===== src/rtl/branch_demux_pkg.sv =====
// Shared types for the branch demultiplexer: destination tags, branch count
// and the flush state machine encoding.
package branch_pkg;

  typedef enum logic [1:0] {
    BR_A   = 2'd0,
    BR_B   = 2'd1,
    BR_C   = 2'd2,
    BR_INV = 2'd3
  } branch_e;

  localparam int NUM_BR = 3;

  typedef enum logic [1:0] {
    RUN   = 2'd0,
    DRAIN = 2'd1,
    DONE  = 2'd2
  } state_e;

endpackage


===== src/rtl/branch_demux_fifo.sv =====
// Per-branch FIFO buffer with wrap-around pointers; the extra pointer bit
// tells a full buffer apart from an empty one.
module branch_fifo #(
  parameter int DW    = 8,
  parameter int DEPTH = 2
) (
  input  logic          clk,
  input  logic          rst_n,
  input  logic          push,
  input  logic          pop,
  input  logic [DW-1:0] din,
  output logic          full,
  output logic          empty,
  output logic [DW-1:0] head
);

  localparam int AW = $clog2(DEPTH);
  localparam logic [AW:0] PTR_ONE = {{AW{1'b0}}, 1'b1};

  logic [AW:0]   wr_ptr;
  logic [AW:0]   rd_ptr;
  logic [DW-1:0] mem [DEPTH];
  logic          do_push;
  logic          do_pop;

  assign empty   = (wr_ptr == rd_ptr);
  assign full    = (wr_ptr[AW] != rd_ptr[AW]) && (wr_ptr[AW-1:0] == rd_ptr[AW-1:0]);
  assign do_push = push && !full;
  assign do_pop  = pop && !empty;
  assign head    = mem[rd_ptr[AW-1:0]];

  always_ff @(posedge clk or negedge rst_n) begin
    if (!rst_n) begin
      wr_ptr <= '0;
      rd_ptr <= '0;
    end else begin
      if (do_push) wr_ptr <= wr_ptr + PTR_ONE;
      if (do_pop)  rd_ptr <= rd_ptr + PTR_ONE;
    end
  end

  // Storage needs no reset: contents are only visible while the buffer is non-empty.
  always_ff @(posedge clk) begin
    if (do_push) mem[wr_ptr[AW-1:0]] <= din;
  end

endmodule


===== src/rtl/branch_demux.sv =====
// Routes each input word to one of three branch FIFOs by its destination tag,
// with a flush sequence that stops intake until every branch has drained.
module branch_demux
  import branch_pkg::*;
#(
  parameter int DW         = 8,
  parameter int DEPTH      = 2,
  parameter int DEFAULT_BR = 0
) (
  input  logic                 clk,
  input  logic                 rst_n,
  input  logic                 in_valid,
  output logic                 in_ready,
  input  logic [DW-1:0]        in_data,
  input  logic [1:0]           in_dest,
  output logic [NUM_BR-1:0]    out_valid,
  input  logic [NUM_BR-1:0]    out_ready,
  output logic [NUM_BR*DW-1:0] out_data,
  input  logic                 flush_req,
  output logic                 flush_done,
  output logic [7:0]           inv_cnt
);

  localparam logic [1:0] DEF_BR = 2'(DEFAULT_BR);

  state_e            state;
  state_e            state_next;
  logic [1:0]        eff;
  logic              eff_full;
  logic              accept;
  logic [NUM_BR-1:0] push_br;
  logic [NUM_BR-1:0] pop_br;
  logic [NUM_BR-1:0] full_br;
  logic [NUM_BR-1:0] empty_br;

  assign eff = (in_dest == BR_INV) ? DEF_BR : in_dest;

  always_comb begin
    eff_full = 1'b1;
    case (eff)
      BR_A:    eff_full = full_br[0];
      BR_B:    eff_full = full_br[1];
      BR_C:    eff_full = full_br[2];
      default: eff_full = 1'b1;
    endcase
  end

  assign in_ready = (state == RUN) && !eff_full;
  assign accept   = in_valid && in_ready;

  for (genvar i = 0; i < NUM_BR; i++) begin : g_branch
    assign push_br[i] = accept && (eff == 2'(i));
    assign pop_br[i]  = !empty_br[i] && out_ready[i];

    branch_fifo #(
      .DW    (DW),
      .DEPTH (DEPTH)
    ) u_fifo (
      .clk   (clk),
      .rst_n (rst_n),
      .push  (push_br[i]),
      .pop   (pop_br[i]),
      .din   (in_data),
      .full  (full_br[i]),
      .empty (empty_br[i]),
      .head  (out_data[i*DW +: DW])
    );
  end

  assign out_valid  = ~empty_br;
  assign flush_done = (state == DONE);

  always_ff @(posedge clk or negedge rst_n) begin
    if (!rst_n) state <= RUN;
    else        state <= state_next;
  end

  always_comb begin
    state_next = state;
    case (state)
      RUN:     if (flush_req) state_next = DRAIN;
      DRAIN:   if (&empty_br) state_next = DONE;
      DONE:    state_next = RUN;
      default: state_next = RUN;
    endcase
  end

  always_ff @(posedge clk or negedge rst_n) begin
    if (!rst_n) begin
      inv_cnt <= '0;
    end else if (accept && (in_dest == BR_INV) && (inv_cnt != 8'hFF)) begin
      inv_cnt <= inv_cnt + 8'd1;
    end
  end

endmodule


===== config.mk =====
export PLATFORM = sky130hd
export DESIGN_NAME = branch_demux
export DESIGN_NICKNAME = d
export VERILOG_FILES = /design/src/rtl/branch_demux_pkg.sv /design/src/rtl/branch_demux_fifo.sv /design/src/rtl/branch_demux.sv
export SDC_FILE = /design/constraint.sdc
export NUM_CORES = 1
export LEC_CHECK = 0
export CORE_MARGIN = 5
export CORE_UTILIZATION = 52
export CTS_BUF_LIST = sky130_fd_sc_hd__clkbuf_4 sky130_fd_sc_hd__clkbuf_8 sky130_fd_sc_hd__clkbuf_16
export DETAILED_ROUTE_END_ITERATION = 10
export PLACE_DENSITY = 0.79
export SYNTH_ARGS = -nofsm -noshare
export SYNTH_HDL_FRONTEND = slang
export SYNTH_SLANG_ARGS = --single-unit

===== constraint.sdc =====
create_clock -name clk -period 2.6 [get_ports clk]
set_input_delay 0.52 -clock clk [delete_from_list [all_inputs] [get_ports clk]]
set_output_delay 0.52 -clock clk [all_outputs]
set_load 0.05 [all_outputs]

==> summary.json, run 1 <==
{
  "cts_sinks": {"value": 70},
  "r2r.worst_path.cells": {"value": 6},
  "synth_nets": {"value": 214},
  "grt_pass1_wl": {"value": 8730, "unit": "um"},
  "synth_seq_cells": {"value": 70},
  "clockBufferDepth": {"value": 2},
  "synth_commonest_cells": {"value": "edfxtp_1, mux2_2, dfrtp_1, xnor2_1"},
  "netlist_top_cells_area": {"value": "edfxtp_1, dfrtp_1, mux2_2, xnor2_1, xor2_1"},
  "final.setup.worst_slack": {"value": 0.0914, "unit": "ns"},
  "grt_antenna_before_repair": {"value": 0},
  "status": {"value": "complete, no violations"},
  "design.portCount": {"value": 54},
  "design.die.area": {"value": 7270, "unit": "um^2"},
  "netSwitchingPower": {"value": 1.66, "unit": "mW"},
  "placement_rows": {"value": 27},
  "critical_path.cell_chain": {"value": "mux2_2 -> clkdlybuf4s50_1"},
  "syn_inst": {"value": 193},
  "combPwrFrac": {"value": 0.457},
  "gr-usage-met3": {"value": 0.0340},
  "drt-vias-per-instance": {"value": 5.17},
  "antenna_cells_inserted": {"value": 0},
  "clock_tree_from_tritoncts": {"value": "built"},
  "switching_fraction": {"value": 0.408},
  "worst-path-max-fanout": {"value": 9},
  "core_area": {"value": 5510, "unit": "um^2"},
  "wire_per_inst": {"value": 15.4, "unit": "um"},
  "clk_latency": {"value": 0.33, "unit": "ns"},
  "tightestPinTransition": {"value": 0.531, "unit": "ns"},
  "synthToLayoutAreaGrowth": {"value": 31.1, "unit": "%"},
  "crit_path_top_delay_cell": {"value": "clkdlybuf4s50_1"},
  "place_inst": {"value": 331},
  "grt_setup_unrepaired": {"value": "false"},
  "synth_largest_type_area_fraction": {"value": 0.489},
  "intPower": {"value": 2.40, "unit": "mW"},
  "irDropWorstVdd": {"value": 0.772, "unit": "mV"},
  "clk_root_buffer_cell": {"value": "clkbuf_8"},
  "drc_errors": {"value": 0},
  "finalClockSkew": {"value": 0.00531, "unit": "ns"},
  "power.share.sequential": {"value": 0.368},
  "grt_util_met1": {"value": 0.202},
  "report.final.slew_viol_count": {"value": 0},
  "synth_seq_area_share": {"value": 0.676},
  "number_of_global_route_vias_before_repair": {"value": 1825},
  "tritoncts.num_buffers": {"value": 9},
  "timing.max_slew.rel_slack": {"value": 0.645},
  "finalWeightedCongestion": {"value": 0.785},
  "final_cell_count_no_fill": {"value": 348},
  "fin_total_pwr": {"value": 4.06, "unit": "mW"},
  "synth_flop_cell": {"value": "edfxtp_1"},
  "synth_most_common_cell": {"value": "edfxtp_1"},
  "min_delay_path_depth": {"value": 1},
  "critPathArrivalTime": {"value": 1.99, "unit": "ns"},
  "power.leakage": {"value": 1.47, "unit": "nW"},
  "largest_net_degree_at_the_start_of_global_routing": {"value": 23},
  "cts.htree.levels": {"value": 3},
  "proportion_of_layout_cells_with_a_drive_suffix_above_1": {"value": 0.254},
  "floorplan.die.width": {"value": 85.3, "unit": "um"},
  "timing.final.crit_period": {"value": 2.51, "unit": "ns"},
  "worstSetupEndpointType": {"value": "output port"},
  "synth.lib_cells_used.distinct": {"value": 31},
  "grt.total_usage": {"value": 0.158},
  "fmaxAchievable": {"value": 399, "unit": "MHz"},
  "final_nets": {"value": 292},
  "grt_overflow_total": {"value": 0},
  "post-route-period-util": {"value": 0.965},
  "p_clk_frac": {"value": 0.175},
  "max_stage_delay": {"value": 0.71, "unit": "ns"},
  "place.port_buffers": {"value": 53},
  "floorplan.die.height": {"value": 85.3, "unit": "um"},
  "setup.worst_path.start_class": {"value": "flip-flop"},
  "dpl.hpwl": {"value": 4000, "unit": "um"},
  "detailedRoute.firstIterationViolations": {"value": 143},
  "finalWirelength": {"value": 5350, "unit": "um"},
  "async_flop_share": {"value": 0.314},
  "synthesis.yosys.warnings": {"value": 0},
  "grt_most_used_layer": {"value": "met2"},
  "critPathRequiredTime": {"value": 2.08, "unit": "ns"},
  "yosys.area.top_type": {"value": "edfxtp_1"},
  "classification_of_the_worst_slack_hold_path": {"value": "flip-flop to flip-flop"},
  "placedInstanceArea": {"value": 3680, "unit": "um^2"},
  "synth_enable_flop_cells": {"value": 48},
  "clkSlewWorstSetupHoldPaths": {"value": 0.07, "unit": "ns"},
  "drv.max_cap_violation_count": {"value": 0},
  "final_cell_area": {"value": 3860, "unit": "um^2"},
  "vias": {"value": 1800},
  "setup_viol_count_final": {"value": 0},
  "residual_antenna_violating_net_count_after_detailed_routing": {"value": 0},
  "detail_route.first_pass.iterations": {"value": 4},
  "criticalPathCategory": {"value": "flip-flop to output port"},
  "hold_violations": {"value": 0},
  "preCtsSetupSlack": {"value": -0.0555, "unit": "ns"},
  "netlist_area_pre_place": {"value": 2950, "unit": "um^2"},
  "pwr_density_cell": {"value": 1050, "unit": "nW/um^2"},
  "gr-usage-met2": {"value": 0.251},
  "floorplan.initialDensity": {"value": 0.535},
  "syn_area_per_cell": {"value": 15.3, "unit": "um^2"},
  "post_layout_util": {"value": 0.701}
}
[power groups by stage]
stage / Clock (mW) / Combinational (mW) / Sequential, mW
after global routing: 0.792 / 1.97 / 1.52
after global placement: 0 / 1.83 / 1.51
after floorplan: 0 / 1.26 / 1.52
final: 0.712 / 1.86 / 1.50
after detailed placement: 0 / 1.86 / 1.52
after CTS: 0.736 / 1.86 / 1.50
[path summary, 6_finish.rpt]
check / from / to / slack [ns]
worst max-delay path: g_branch[0].u_fifo.rd_ptr[0] / out_data[1] / 0.09
max in group asynchronous: rst_n / g_branch[1].u_fifo.rd_ptr[0] / 1.82
worst min register to register: inv_cnt[6] / inv_cnt[6] / 0.50
min in group asynchronous: rst_n / inv_cnt[0] / 0.53
worst max register to register: g_branch[1].u_fifo.rd_ptr[0] / g_branch[0].u_fifo.mem[0][4] / 0.42
worst min-delay path: inv_cnt[6] / inv_cnt[6] / 0.50
[layer usage]
metal | routed length (um) | vias up | part of all wire
met5 | 0 | - | 0
met4 | 90 | 0 | 0.017
met3 | 266 | 8 | 0.050
met2 | 2710 | 46 | 0.51
met1 | 2290 | 876 | 0.43
li1 | - | 870 | -
[cells in the final DEF, fill, tap and decap left out, types with 9 or more instances in the layout]
cell,n
xnor2_1,12
nand2_1,11
clkdlybuf4s50_1,48
buf_4,21
clkbuf_8,9
edfxtp_1,48
mux2_2,27
dfrtp_1,21
nand3_1,11
[registers in the layout, summed over array words and instances, names as in the netlist]
name                    count
g_branch.u_fifo.mem        48
inv_cnt                     8
g_branch.u_fifo.rd_ptr      6
g_branch.u_fifo.wr_ptr      6
state                       2
[stage by stage]
step	TNS (ns)	hold slack (ns)
floorplan	0	0.224
global placement	-0.222	0.481
detailed placement	-0.676	0.495
CTS	0	0.507
global route	0	0.539
finish	0	0.503
[layout make-up]
| type | instances | area [um^2] |
|---|---|---|
| flip-flops and latches | 70 | 1990 |
| fillers | 378 | 1640 |
| multi-input cells | 115 | 928 |
| repair buffers | 71 | 671 |
| clock buffers | 9 | 124 |
| well taps | 72 | 90.1 |
| clock inverters | 7 | 41.3 |
| inverters | 4 | 15.0 |
[worst max-delay path, delay by kind of cell (launching register included)]
kind / cells / cell delay (ns)
buffers and inverters: 1 / 0.71
flip-flops: 1 / 0.56
multiplexers: 1 / 0.39
[cell families after synthesis]
| logic type | after synthesis | share of synthesized area |
|---|---|---|
| muxes | 33 | 0.124 |
| and+or+nand+nor | 52 | 0.0938 |
| DFF | 70 | 0.676 |
| xor gates and xnor gates | 20 | 0.0594 |
| adders and majority gates | 4 | 0.0170 |
| AOI/OAI and AO/OA | 6 | 0.0187 |
| buffers and inverters | 8 | 0.0106 |
[repair_timing]
action / 4_1_cts / 5_1_grt
gates cloned: 0 / 0
pin swaps: 0 / 2
resized for setup: 1 / 3
buffers inserted: 0 / 1
hold buffers: 0 / 0
setup endpoints to repair: 1 / 1
Power figures use the tool's default switching activity.
==> run 2, diff against run 1 <==
- CORE_UTILIZATION: 52 -> 54
- CTS_BUF_LIST: sky130_fd_sc_hd__clkbuf_4 sky130_fd_sc_hd__clkbuf_8 sky130_fd_sc_hd__clkbuf_16 -> sky130_fd_sc_hd__clkbuf_2 sky130_fd_sc_hd__clkbuf_4 sky130_fd_sc_hd__clkbuf_8
- PLACE_DENSITY: 0.79 -> 0.82
- REMOVE_ABC_BUFFERS: unset -> 1
==> summary.json, run 2 (synthesis results as in run 1) <==
{
  "status": {"value": "complete, no violations"},
  "grt_overflow_total": {"value": 0},
  "intPower": {"value": 2.49, "unit": "mW"},
  "tritoncts.num_buffers": {"value": 9},
  "leading_cell_types_in_the_layout_fill_and_taps_excluded": {"value": "edfxtp_1, clkdlybuf4s50_1, mux2_2"},
  "clockBufferDepth": {"value": 2},
  "design.die.area": {"value": 7030, "unit": "um^2"},
  "worstSetupEndpointType": {"value": "output port"},
  "vias": {"value": 1852},
  "quantity_of_hold_fixing_buffers_added_after_cts": {"value": 0},
  "floorplan.initialDensity": {"value": 0.566},
  "final_cell_area": {"value": 3880, "unit": "um^2"},
  "placement_rows": {"value": 26},
  "criticalPathCategory": {"value": "flip-flop to output port"},
  "switching_fraction": {"value": 0.405},
  "post_layout_util": {"value": 0.746},
  "final_nets": {"value": 293},
  "grt_antenna_before_repair": {"value": 0},
  "critical_r2r_launch": {"value": "g_branch[1].u_fifo.rd_ptr[0]"},
  "largest_register_ffs": {"value": 48},
  "clock_tree_from_tritoncts": {"value": "built"},
  "setup.worst_path.start_class": {"value": "flip-flop"},
  "setup_viol_count_final": {"value": 0},
  "synthToLayoutAreaGrowth": {"value": 31.8, "unit": "%"},
  "critPathRequiredTime": {"value": 2.08, "unit": "ns"},
  "p_clk_frac": {"value": 0.201},
  "critPathArrivalTime": {"value": 2.00, "unit": "ns"},
  "design.portCount": {"value": 54},
  "worst-path-max-fanout": {"value": 13},
  "hold_violations": {"value": 0},
  "combPwrFrac": {"value": 0.432},
  "power.share.sequential": {"value": 0.367},
  "place_inst": {"value": 331},
  "place.port_buffers": {"value": 53},
  "grt_setup_unrepaired": {"value": "true"},
  "drc_errors": {"value": 0},
  "timing.final.crit_period": {"value": 2.52, "unit": "ns"},
  "tightestPinTransition": {"value": 0.517, "unit": "ns"},
  "clk_root_buffer_cell": {"value": "clkbuf_8"},
  "detailedRoute.firstIterationViolations": {"value": 82},
  "worst_r2r_endpoint": {"value": "g_branch[0].u_fifo.mem[0][7]"},
  "r2r_slack": {"value": 0.36, "unit": "ns"},
  "worst_hold_path_ep": {"value": "inv_cnt[6]"},
  "report.final.slew_viol_count": {"value": 0},
  "cts.htree.levels": {"value": 3},
  "r2r.worst_path.cells": {"value": 6},
  "classification_of_the_worst_slack_hold_path": {"value": "flip-flop to flip-flop"},
  "hold_start": {"value": "inv_cnt[6]"},
  "drt-vias-per-instance": {"value": 5.34},
  "number_of_global_route_vias_before_repair": {"value": 1858},
  "placedInstanceArea": {"value": 3690, "unit": "um^2"},
  "clkSlewWorstSetupHoldPaths": {"value": 0.07, "unit": "ns"},
  "wire_per_inst": {"value": 16.3, "unit": "um"},
  "fmaxAchievable": {"value": 397, "unit": "MHz"},
  "antenna_cells_inserted": {"value": 0},
  "finalWeightedCongestion": {"value": 0.770},
  "clk_latency": {"value": 0.33, "unit": "ns"},
  "drv.max_cap_violation_count": {"value": 0},
  "fin_worst_hold_slack": {"value": 0.514, "unit": "ns"},
  "core_area": {"value": 5200, "unit": "um^2"},
  "layout.cells.most_common": {"value": "edfxtp_1"},
  "floorplan.die.height": {"value": 83.9, "unit": "um"},
  "finalClockSkew": {"value": 0.00600, "unit": "ns"},
  "n_fill_cell": {"value": 361},
  "finalWirelength": {"value": 5660, "unit": "um"},
  "largest_net_degree_at_the_start_of_global_routing": {"value": 23},
  "irDropWorstVdd": {"value": 0.797, "unit": "mV"},
  "dpl.hpwl": {"value": 4100, "unit": "um"},
  "final_cell_count_no_fill": {"value": 347},
  "cts_post_setup_buffers_inserted": {"value": 0},
  "detail_route.first_pass.iterations": {"value": 4},
  "cts_sinks": {"value": 70},
  "fin_total_pwr": {"value": 4.19, "unit": "mW"},
  "post-route-period-util": {"value": 0.969},
  "netSwitchingPower": {"value": 1.70, "unit": "mW"},
  "residual_antenna_violating_net_count_after_detailed_routing": {"value": 0},
  "floorplan.die.width": {"value": 83.9, "unit": "um"},
  "power.leakage": {"value": 1.49, "unit": "nW"},
  "proportion_of_layout_cells_with_a_drive_suffix_above_1": {"value": 0.264},
  "timing.max_slew.rel_slack": {"value": 0.653},
  "pwr_density_cell": {"value": 1080, "unit": "nW/um^2"},
  "grt.total_usage": {"value": 0.168},
  "grt_pass1_wl": {"value": 9090, "unit": "um"},
  "min_delay_path_depth": {"value": 1}
}
## run 2: changes by cell type in the layout (fill, tap and decap cells not counted), sizes merged
| cell | previous run | this run |
|---|---|---|
| inv | 4 | 5 |
| clkinvlp | 1 | 2 |
| clkinv | 6 | 2 |
| bufinv | 0 | 1 |
| dlygate4sd2 | 0 | 8 |
| dlymetal6s2s | 1 | 0 |
| clkdlybuf4s50 | 48 | 41 |
| buf | 22 | 23 |
| clkbuf | 9 | 10 |
## run 2: worst max path at each step
| stage | start | cells after the start | slack [ns] | end |
|---|---|---|---|---|
| floorplan | g_branch[1].u_fifo.rd_ptr[0] | 4 | 0.07 | in_ready |
| finish | g_branch[0].u_fifo.rd_ptr[0] | 2 | 0.08 | out_data[0] |
| global route | in_dest[0] | 7 | -0.005 | in_ready |
| detailed placement | in_dest[0] | 8 | -0.04 | g_branch[0].u_fifo.mem[0][3] |
| CTS | g_branch[2].u_fifo.rd_ptr[0] | 2 | 0.02 | out_data[16] |
| global placement | in_dest[0] | 8 | -0.002 | g_branch[0].u_fifo.mem[0][6] |
## run 2: metrics by stage
stage,setup TNS (ns),setup WS [ns]
3_3_place_gp,-0.0145,-0.00199
2_1_floorplan,0,0.0708
4_1_cts,0,0.0175
3_5_place_dp,-0.470,-0.0362
5_1_grt,-0.00534,-0.00534
6_report,0,0.0794
## run 2: what timing repair did
item / CTS / global route
cloned: 0 / 0
pin swaps: 0 / 1
setup endpoints to repair: 17 / 5
gates resized for setup: 10 / 1
## run 2: power by group through the flow
stage	Sequential [mW]	Combinational, mW	Clock (mW)
2_1_floorplan	1.57	1.19	0
3_3_place_gp	1.55	1.81	0
3_5_place_dp	1.56	1.84	0
4_1_cts	1.54	1.83	0.861
5_1_grt	1.57	1.92	0.920
6_report	1.54	1.81	0.840
## run 2: routing by layer
layer  global-route usage  part of all wire
met2                0.276              0.51
met4               0.0570            0.0057
met5                    0                 0
met3               0.0405             0.047
met1                0.217              0.43
## run 2: final cells by class
type	instances	area (um^2)	area share
clock buffers	10	131	0.0338
clock inverters	6	62.6	0.0161
inverters	4	15.0	0.00387
multi-input cells	115	926	0.238
flip-flops and latches	70	1990	0.514
well taps	70	87.6	0.0226
repair buffers	72	666	0.171
## run 2: worst max-delay path, stage by stage (launching register included)
cell and delay (ns):
dfrtp_2 0.57, mux2_2 0.39, clkdlybuf4s50_1 0.71
==> run 3, diff against run 2 <==
- CAP_MARGIN: unset -> 20
==> results of run 3 <==
The final DEF is identical to that of run 2; final timing and power are the same.
